**src/rtl/mz_ioctl_pkg.sv**
```systemverilog
// Shared types for the ioctl memory loader: region codes, loader FSM states
// and the layout of one buffered download word.
package mz_ioctl_pkg;

  typedef enum logic [1:0] {
    REG_MONROM  = 2'd0,
    REG_CGROM   = 2'd1,
    REG_KEYMAP  = 2'd2,
    REG_USERRAM = 2'd3
  } region_e;

  typedef enum logic [2:0] {
    ST_IDLE,
    ST_WR_LO,
    ST_WR_HI,
    ST_RD_LO,
    ST_RD_HI,
    ST_FIN
  } state_e;

  typedef struct packed {
    region_e     sel;
    logic [23:0] waddr;
    logic [15:0] data;
  } fifo_entry_t;

  localparam int ENTRY_W = $bits(fifo_entry_t);

  // Checked on the untruncated word address so nothing can wrap into range.
  function automatic logic in_range(input logic [23:0] waddr, input logic [31:0] limit);
    return {7'd0, waddr, 1'b0} < limit;
  endfunction

endpackage

```
**src/rtl/ioctl_word_fifo.sv**
```systemverilog
// Small synchronous show-ahead FIFO; the head entry is visible whenever empty is low.
module ioctl_word_fifo #(
  parameter int WIDTH = 42,
  parameter int DEPTH = 4
) (
  input  logic                     clk_sys,
  input  logic                     reset,
  input  logic                     push,
  input  logic [WIDTH-1:0]         wdata,
  input  logic                     pop,
  output logic [WIDTH-1:0]         rdata,
  output logic [$clog2(DEPTH):0]   count,
  output logic                     full,
  output logic                     almost_full,
  output logic                     empty
);

  localparam int PW = $clog2(DEPTH);
  localparam int CW = PW + 1;

  logic [WIDTH-1:0] mem_reg [DEPTH];
  logic [PW-1:0]    wr_ptr_reg;
  logic [PW-1:0]    rd_ptr_reg;
  logic [CW-1:0]    count_reg;
  logic             do_push;
  logic             do_pop;

  assign do_push     = push && !full;
  assign do_pop      = pop && !empty;
  assign rdata       = mem_reg[rd_ptr_reg];
  assign count       = count_reg;
  assign full        = (count_reg == CW'(DEPTH));
  assign almost_full = (count_reg >= CW'(DEPTH - 1));
  assign empty       = (count_reg == '0);

  always_ff @(posedge clk_sys) begin
    if (do_push) begin
      mem_reg[wr_ptr_reg] <= wdata;
    end
  end

  always_ff @(posedge clk_sys) begin
    if (reset) begin
      wr_ptr_reg <= '0;
      rd_ptr_reg <= '0;
      count_reg  <= '0;
    end else begin
      if (do_push) wr_ptr_reg <= wr_ptr_reg + PW'(1);
      if (do_pop)  rd_ptr_reg <= rd_ptr_reg + PW'(1);
      if (do_push && !do_pop)      count_reg <= count_reg + CW'(1);
      else if (do_pop && !do_push) count_reg <= count_reg - CW'(1);
    end
  end

endmodule

```
**src/rtl/ioctl_mem_loader.sv**
```systemverilog
// Bridges 16-bit HPS ioctl transfers to byte-wide emulator memory accesses,
// buffering downloads and throttling the HPS through ioctl_wait.
module ioctl_mem_loader
  import mz_ioctl_pkg::*;
#(
  parameter int          ADDR_W      = 16,
  parameter int          FIFO_DEPTH  = 4,
  parameter int unsigned REGION_SIZE = 65536
) (
  input  logic              clk_sys,
  input  logic              reset,
  input  logic              ioctl_download,
  input  logic              ioctl_upload,
  input  logic [7:0]        ioctl_index,
  input  logic              ioctl_wr,
  input  logic              ioctl_rd,
  input  logic [24:0]       ioctl_addr,
  input  logic [15:0]       ioctl_dout,
  output logic [15:0]       ioctl_din,
  output logic              ioctl_wait,
  output logic [1:0]        mem_sel,
  output logic [ADDR_W-1:0] mem_addr,
  output logic              mem_wr,
  output logic              mem_rd,
  output logic [7:0]        mem_dout,
  input  logic [7:0]        mem_din,
  input  logic              mem_ack,
  output logic              busy,
  output logic              done,
  output logic              overflow
);

  localparam logic [31:0] LIMIT = 32'(REGION_SIZE);
  localparam int          CNT_W = $clog2(FIFO_DEPTH) + 1;

  state_e             state_reg, state_next;
  fifo_entry_t        push_entry, head_entry;
  logic [ENTRY_W-1:0] head_bits;
  logic [CNT_W-1:0]   fifo_count;
  logic               fifo_full, fifo_afull, fifo_empty;
  logic               push, push_drop, pop;

  logic [1:0]  cur_sel_reg;
  logic [23:0] cur_waddr_reg;
  logic [15:0] cur_data_reg;
  logic        gap_reg;
  logic        rd_pend_reg;
  logic [1:0]  rd_sel_reg;
  logic [23:0] rd_waddr_reg;
  logic [15:0] din_reg;
  logic        end_pend_reg;
  logic        sess_d_reg;
  logic        overflow_reg;

  logic byte_hi, start_rd, wr_oor, rd_oor, lo_ack, hi_ack, req;
  logic session, sess_rise, sess_fall, rd_req;
  logic unused_bits;

  assign push_entry = '{sel: region_e'(ioctl_index[1:0]), waddr: ioctl_addr[24:1], data: ioctl_dout};
  assign head_entry = fifo_entry_t'(head_bits);
  assign push       = ioctl_wr && ioctl_download && !fifo_full;
  assign push_drop  = ioctl_wr && ioctl_download && fifo_full;

  ioctl_word_fifo #(.WIDTH(ENTRY_W), .DEPTH(FIFO_DEPTH)) u_fifo (
    .clk_sys     (clk_sys),
    .reset       (reset),
    .push        (push),
    .wdata       (push_entry),
    .pop         (pop),
    .rdata       (head_bits),
    .count       (fifo_count),
    .full        (fifo_full),
    .almost_full (fifo_afull),
    .empty       (fifo_empty)
  );

  assign session   = ioctl_download || ioctl_upload;
  assign sess_rise = session && !sess_d_reg;
  assign sess_fall = !session && sess_d_reg;
  assign rd_req    = ioctl_rd && ioctl_upload && !rd_pend_reg &&
                     (state_reg != ST_RD_LO) && (state_reg != ST_RD_HI);
  // A byte request is withheld for one cycle after each low-byte ack.
  assign req       = !gap_reg;

  always_comb begin
    state_next = state_reg;
    mem_wr     = 1'b0;
    mem_rd     = 1'b0;
    byte_hi    = 1'b0;
    done       = 1'b0;
    pop        = 1'b0;
    start_rd   = 1'b0;
    wr_oor     = 1'b0;
    rd_oor     = 1'b0;
    lo_ack     = 1'b0;
    hi_ack     = 1'b0;
    case (state_reg)
      ST_IDLE: begin
        if (!fifo_empty) begin
          pop = 1'b1;
          if (in_range(head_entry.waddr, LIMIT)) state_next = ST_WR_LO;
          else                                   wr_oor     = 1'b1;
        end else if (rd_pend_reg) begin
          start_rd = 1'b1;
          if (in_range(rd_waddr_reg, LIMIT)) state_next = ST_RD_LO;
          else                               rd_oor     = 1'b1;
        end else if (end_pend_reg) begin
          state_next = ST_FIN;
        end
      end
      ST_WR_LO: begin
        mem_wr = req;
        if (req && mem_ack) begin
          lo_ack     = 1'b1;
          state_next = ST_WR_HI;
        end
      end
      ST_WR_HI: begin
        byte_hi = 1'b1;
        mem_wr  = req;
        if (req && mem_ack) begin
          hi_ack     = 1'b1;
          state_next = ST_IDLE;
        end
      end
      ST_RD_LO: begin
        mem_rd = req;
        if (req && mem_ack) begin
          lo_ack     = 1'b1;
          state_next = ST_RD_HI;
        end
      end
      ST_RD_HI: begin
        byte_hi = 1'b1;
        mem_rd  = req;
        if (req && mem_ack) begin
          hi_ack     = 1'b1;
          state_next = ST_IDLE;
        end
      end
      ST_FIN: begin
        done       = 1'b1;
        state_next = ST_IDLE;
      end
      default: state_next = ST_IDLE;
    endcase
  end

  always_ff @(posedge clk_sys) begin
    if (reset) begin
      state_reg     <= ST_IDLE;
      cur_sel_reg   <= '0;
      cur_waddr_reg <= '0;
      cur_data_reg  <= '0;
      gap_reg       <= 1'b0;
      rd_pend_reg   <= 1'b0;
      rd_sel_reg    <= '0;
      rd_waddr_reg  <= '0;
      din_reg       <= '0;
      end_pend_reg  <= 1'b0;
      sess_d_reg    <= 1'b0;
      overflow_reg  <= 1'b0;
    end else begin
      state_reg  <= state_next;
      sess_d_reg <= session;
      gap_reg    <= lo_ack;
      if (pop) begin
        cur_sel_reg   <= head_entry.sel;
        cur_waddr_reg <= head_entry.waddr;
        cur_data_reg  <= head_entry.data;
      end else if (start_rd) begin
        cur_sel_reg   <= rd_sel_reg;
        cur_waddr_reg <= rd_waddr_reg;
      end
      if (start_rd) begin
        rd_pend_reg <= 1'b0;
      end else if (rd_req) begin
        rd_pend_reg  <= 1'b1;
        rd_sel_reg   <= ioctl_index[1:0];
        rd_waddr_reg <= ioctl_addr[24:1];
      end
      if (rd_oor)                                 din_reg        <= '0;
      else if (state_reg == ST_RD_LO && lo_ack)   din_reg[7:0]   <= mem_din;
      else if (state_reg == ST_RD_HI && hi_ack)   din_reg[15:8]  <= mem_din;
      if (state_reg == ST_FIN) end_pend_reg <= 1'b0;
      if (sess_fall)           end_pend_reg <= 1'b1;
      if (sess_rise)                     overflow_reg <= 1'b0;
      if (wr_oor || rd_oor || push_drop) overflow_reg <= 1'b1;
    end
  end

  assign mem_sel    = cur_sel_reg;
  assign mem_addr   = ADDR_W'({cur_waddr_reg, byte_hi});
  assign mem_dout   = byte_hi ? cur_data_reg[15:8] : cur_data_reg[7:0];
  assign busy       = (state_reg != ST_IDLE) || !fifo_empty;
  assign ioctl_wait = fifo_afull || rd_pend_reg || (state_reg == ST_RD_LO) || (state_reg == ST_RD_HI);
  assign ioctl_din  = din_reg;
  assign overflow   = overflow_reg;

  assign unused_bits = ^{ioctl_index[7:2], ioctl_addr[0], fifo_count};

endmodule

```
**config.mk**
```make
export PLATFORM = sky130hd
export DESIGN_NAME = ioctl_mem_loader
export DESIGN_NICKNAME = d
export VERILOG_FILES = /design/src/rtl/mz_ioctl_pkg.sv /design/src/rtl/ioctl_word_fifo.sv /design/src/rtl/ioctl_mem_loader.sv
export SDC_FILE = /design/constraint.sdc
export NUM_CORES = 1
export LEC_CHECK = 0
export ABC_AREA = 1
export CAP_MARGIN = 20
export CORE_AREA = 8 8 169 171
export DETAILED_ROUTE_END_ITERATION = 6
export DIE_AREA = 0 0 177 179
export PLACE_DENSITY = 0.58
export SYNTH_ARGS = -nofsm -noshare
export SYNTH_HDL_FRONTEND = slang
export SYNTH_SLANG_ARGS = --single-unit
```
**constraint.sdc**
```tcl
create_clock -name clk_sys -period 7.2 [get_ports clk_sys]
set_clock_uncertainty 0.2 [all_clocks]
set_input_delay 1.8 -clock clk_sys [delete_from_list [all_inputs] [get_ports clk_sys]]
set_output_delay 1.8 -clock clk_sys [all_outputs]
set_load 0.005 [all_outputs]
```
* Word-level counts from Yosys, hierarchy flattened
Memory sizes are Yosys's and may differ from the RTL's. A register that Yosys moved wholly into a read port is not among the register bits.
Cells that the tools add are included.
** Word-level totals
- Register bits :: 90
- Memory bits (writable) :: 168
- Bits of input ports :: 64
- Output and inout bits :: 48
- Logic and storage cells :: 130
- Memories :: 1
** Memory list
- u_fifo.mem_reg :: words 4, width 42, rd ports 1, clocked after Yosys merged registers in 1, write ports 1, RTL line ioctl_word_fifo.sv:21 : logic [WIDTH-1:0] mem_reg [DEPTH];
** Operators by class
- $add $sub $neg :: 4
- $lt $le $gt $ge :: 3
- Equality and inequality tests :: 14
- Muxes and demuxes :: 43
- Bitwise logic cells :: 2
- Reduce and logical (&&, ||, !) cells :: 47
** Operators by type and width (count)
- less-than comparator 25 x 17 -> 1 bit (second input constant) :: 2
- two-way mux 15 bit :: 2
- two-way mux 3 bit :: 10
- two-way mux 1 bit :: 25
- logical AND 1 bit :: 16
- case mux 3 bit (4 select lines) :: 1
- OR reduction 2 bit :: 6
- == test 3 bit (second input constant) :: 3
- logical NOT 1 bit :: 8
- two-way mux 2 bit :: 4
- two-way mux 8 bit :: 1
- != test 4 bit (second input constant) :: 2
- nonzero test 2 bit :: 4
- logical OR 1 bit :: 7
- == test 3 x 2 -> 1 bit (second input constant) :: 2
- logical NOT 3 bit :: 2
- != test 3 bit (second input constant) :: 2
- AND reduction 6 bit :: 1
- adder 2 x 1 -> 2 bit (second input constant) :: 2
- != test 2 bit (second input constant) :: 2
- AND reduction 2 bit :: 2
- adder 3 x 1 -> 3 bit (second input constant) :: 1
- == test 3 x 1 -> 1 bit (second input constant) :: 1
- greater-or-equal comparator 3 x 2 -> 1 bit (second input constant) :: 1
- 5 further kinds :: 6

* Longest topological paths before layout
- Depth in word-level cells :: 8
- Depth in mapped cells :: 14
- Mapped depth without buffers :: 12

* Cells and area by module
Synthesis repeated with hierarchy kept, for this count alone.
** Unflattened totals
- Cell total of the unflattened synthesis :: 935
- Area, all modules :: 10141.0 µm²
** Modules (own cells, without submodules)
- ioctl_word_fifo :: instances 1, cells an instance 478, area each 6708.9 µm², sequential area each 5225.0 µm²
- ioctl_mem_loader :: instances 1, cells an instance 457, area each 3432.0 µm², sequential area each 1661.6 µm²

* Worst setup path after synthesis
OpenSTA, ideal clock, no wires.
- Path kind :: input to register
- From :: input ioctl_wr
- To :: memory u_fifo.mem_reg[0][0], enable pin
- Library setup time :: 0.441 ns
- Arrival time :: 3.978 ns
- Data required time :: 6.559 ns
- Setup slack :: 2.581 ns
- Stages on the path :: 4
- Buffers on the path :: 0
- Cell sequence :: nand2_1 -> a21oi_1 -> inv_1 -> nor2_1
** Between the ends
- Word-level cells in the longest chain between the ends :: 5
** RTL lines
- start: declaration :: RTL line ioctl_mem_loader.sv:15 : input logic ioctl_wr,
- logical AND 1 bit (2 in series) :: RTL line ioctl_mem_loader.sv:61 : assign push = ioctl_wr && ioctl_download && !fifo_full;
- logical AND 1 bit :: RTL line ioctl_word_fifo.sv:28 : assign do_push = push && !full;
- via u_fifo.do_push :: RTL line ioctl_word_fifo.sv:25 : logic do_push;
- two-way mux 1 bit :: RTL line ioctl_word_fifo.sv:37 : if (do_push) begin
- two-way mux 1 bit (not written as such) :: RTL line ioctl_word_fifo.sv:38 : mem_reg[wr_ptr_reg] <= wdata;
- end: declaration :: RTL line ioctl_word_fifo.sv:21
The timed path passes the listed nets, and every way through them passes these cells.

* Worst setup path in the final report
- From :: register state_reg[2]
- To :: output mem_dout[0]
** Between the ends
- Word-level cells in the longest chain between the ends :: 4
- Elaborated cells on any way between the ends :: 5
- Classes of those cells :: 2 x eq/ne; 2 x mux; 1 x reduce/logical
** RTL lines
- start: declaration :: RTL line ioctl_mem_loader.sv:36 : state_e state_reg, state_next;
- start signal: assignment :: RTL line ioctl_mem_loader.sv:164 : state_reg <= state_next;
- == test 3 bit / == test 3 x 2 -> 1 bit (equally long branches) :: RTL line ioctl_mem_loader.sv:97 : case (state_reg)
- OR reduction 2 bit (no source line) *
- two-way mux 1 bit * :: RTL line ioctl_mem_loader.sv:97
- two-way mux 8 bit * :: RTL line ioctl_mem_loader.sv:194 : assign mem_dout = byte_hi ? cur_data_reg[15:8] : cur_data_reg[7:0];
- end: declaration :: RTL line ioctl_mem_loader.sv:25 : output logic [7:0] mem_dout,
Mark *: on every way between the ends. The rest lies on a longest branch, timed or not.

==> results.py <==
metrics = {
    "sta": {
        "timing.fmax_mhz": 222,
        "fin_crit_sh": 0.627,
        "setup_tns_ps": 0,
        "tightestPinTransition_ps": 1040,
        "finalHoldViolations": 0,
        "finalWorstSetupSlack_ps": 2690,
        "period_minus_slack_ps": 4510,
        "drv_slew": 0,
        "slew_headroom": 0.307,
        "rsz0062_at_grt": "no",
        "setup_violations": 0,
    },
    "worst_setup_path": {
        "cp.required_ps": 5200,
        "ff2ff_setup_slack_ps": 4290,
        "crit_end": "mem_dout[0]",
        "start_kind": "flop",
        "crit_start": "state_reg[2]",
        "worst-setup-path-type": "flop to output pin",
        "cp_max_fo": 12,
        "worst_setup_path_end_kind": "output pin",
        "reg2reg_to": "u_fifo.mem_reg[1][38]",
        "r2r-start": "u_fifo.count[0]",
        "arrival_ps": 2510,
        "rr_worst_depth": 5,
    },
    "floorplanning": {
        "dieWidth_microns": 177,
        "core_sq_mm": 0.0258,
        "die_y_microns": 179,
        "die_area_sq_mm": 0.0317,
        "initial_core_util": 0.397,
        "core.rowCount": 59,
        "ios": 112,
    },
    "placement": {
        "place_hpwl_mm": 13.1,
        "portBuffers": 104,
        "place_ws_ps": 2360,
        "gp_congestion": 0.769,
    },
    "synthesis": {
        "synth.avg_cell_area_sq_um": 11.4,
        "ys_seq_area_frac": 0.673,
        "syn-num-nets": 968,
        "synth.top_cells.by_area": "edfxtp_1 (49%), dfxtp_1 (18%), o21ai_0 (5.4%), nor2_1 (4.8%), nand2_1 (3.0%)",
        "synthArstFlopShare": 0,
        "synth_cell_types": 42,
        "synth_edf_count": 168,
        "synth_cells": 898,
        "synth_top_cell_by_area": "edfxtp_1",
        "synth_top_area_frac": 0.493,
        "yosys_warnings": 0,
        "synth_seq_cells": 260,
        "syn-cell-area_sq_mm": 0.0102,
        "synth_ff_type": "edfxtp_1",
    },
    "power_and_ir_drop": {
        "finalPower_mw": 4.41,
        "peakVddDrop_mv": 0.264,
        "p_leak_nw": 4.38,
        "p_per_area_mw_per_mm2": 356,
    },
    "clocking": {
        "path_clk_slew_ps": 60,
        "ctsHoldBuffers": 0,
        "cts_sinks": 260,
        "clk-insertion-delay-late_ps": 540,
        "htree_levels": 1,
        "cts_resized": 0,
        "cts_made_buffers": 28,
        "cts-root-buf": "clkbuf_16",
        "post_cts_buffers": 0,
        "cts_max_path_buffers": 3,
        "cts_tree": "done",
    },
    "route": {
        "drc": 0,
        "wirelength_mm": 22.0,
        "drt-pass1-iter-count": 5,
        "via_per_inst": 4.89,
        "drt_iter0_drc": 366,
        "vias": 6615,
        "routedWlPerCell_microns": 16.3,
        "final_antenna_net_count": 0,
    },
    "final_layout": {
        "largest_reg_flops": 168,
        "num_antenna_cells": 0,
        "multiInputGateArea_sq_mm": 0.00281,
        "area_growth_syn_to_layout_pct": 20.8,
        "register_area_sq_mm": 0.00689,
        "nets": 1065,
        "drive_above_1_share": 0.113,
        "nFillCells": 2321,
    },
    "grt": {
        "grt_overflow_total": 0,
        "grt_max_degree": 73,
        "grt_pass1_wl_mm": 35.3,
        "grt_pass1_vias": 6565,
        "antenna_found_initial": 1,
        "track_usage": 0.138,
    },
    "job": {
        "drv_cap": 0,
    },
    "status": {
        "status": "finished clean",
    },
    "min_path": {
        "hold_path.class": "flop to flop",
    },
}
-- layout make-up --
class | count | share of cell area
flip-flops and latches | 260 | 0.557
multi-input cells | 518 | 0.227
repair buffers | 114 | 0.0902
clock buffers | 40 | 0.0643
well taps | 335 | 0.0339
inverters | 73 | 0.0226
clock inverters | 12 | 0.00506
-- kinds of logic after synthesis --
kind of cell	share of synthesized area
multiplexers	0.00880
flip-flops	0.673
buffers and inverters	0.0562
AND/OR/NAND/NOR	0.124
adder cells (fa/ha/maj)	0.00806
AO/OA/AOI/OAI	0.130
-- placed cells by master (no fill, tap or decap), types with 8 or more instances in the layout --
cell type,n
a21oi_1,50
a21oi_2,10
a31oi_1,16
buf_4,10
clkbuf_16,28
clkdlybuf4s50_1,104
clkinv_1,9
dfxtp_1,91
edfxtp_1,168
inv_1,64
mux2_2,8
nand2_1,81
nand2_2,13
nand3_1,17
nand4_1,10
nor2_1,126
o211ai_2,10
o21ai_0,110
o22ai_1,17
-- worst max-delay path, stage by stage, from the launching register on --
cell	delay (ps)
dfxtp_1	600
inv_2	140
nand3_1	170
nand2_2	220
mux2_2	330
clkdlybuf4s50_1	510
-- synthesized netlist by cell type (all sizes together), types with 16 or more instances --
cell type and count:
a31oi 16, edfxtp 168, o22ai 17, dfxtp 92, a21oi 60, o21ai 117
clkbuf 19, inv 71, buf 28, nand2 98, nor2 136, o211ai 17
nand3 18
-- report_power, final --
part | total [mW] | internal, mW | switching (mW)
clock network | 1.31 | 0.764 | 0.545
logic | 1.25 | 0.494 | 0.756
registers | 1.85 | 1.76 | 0.0900
total | 4.41 | 3.02 | 1.39
-- worst min path at each step --
stage	from	end	slack (ps)	depth (start not counted)
final	rd_waddr_reg[6]	rd_waddr_reg[6]	250	2
after global routing	rd_waddr_reg[21]	rd_waddr_reg[21]	270	2
after CTS	rd_waddr_reg[21]	rd_waddr_reg[21]	250	2
after detailed placement	rd_waddr_reg[21]	rd_waddr_reg[21]	240	2
after global placement	rd_waddr_reg[21]	rd_waddr_reg[21]	240	2
after floorplan	rd_waddr_reg[22]	rd_waddr_reg[22]	220	2
-- layer usage --
metal  part of all wire  track usage  vias to the layer above  wire length [microns]
met2               0.48        0.237                      128                  10500
met5            0.00046            0                        -                     10
met1               0.45        0.177                     3115                   9990
li1                   -            -                     3334                      -
met4              0.018       0.0301                        2                    390
met3              0.051       0.0289                       36                   1120
-- stage by stage --
stage               hold WS, ps  utilization  area (sq um)  cells
floorplan                   224            -         10200    898
global placement            237        0.447         11500   1300
detailed placement          241        0.447         11500   1300
CTS                         249        0.480         12400   1352
global route                266        0.480         12400   1352
finish                      253        0.480         12400   1352
Note: power is estimated with default switching activity, not from simulation.
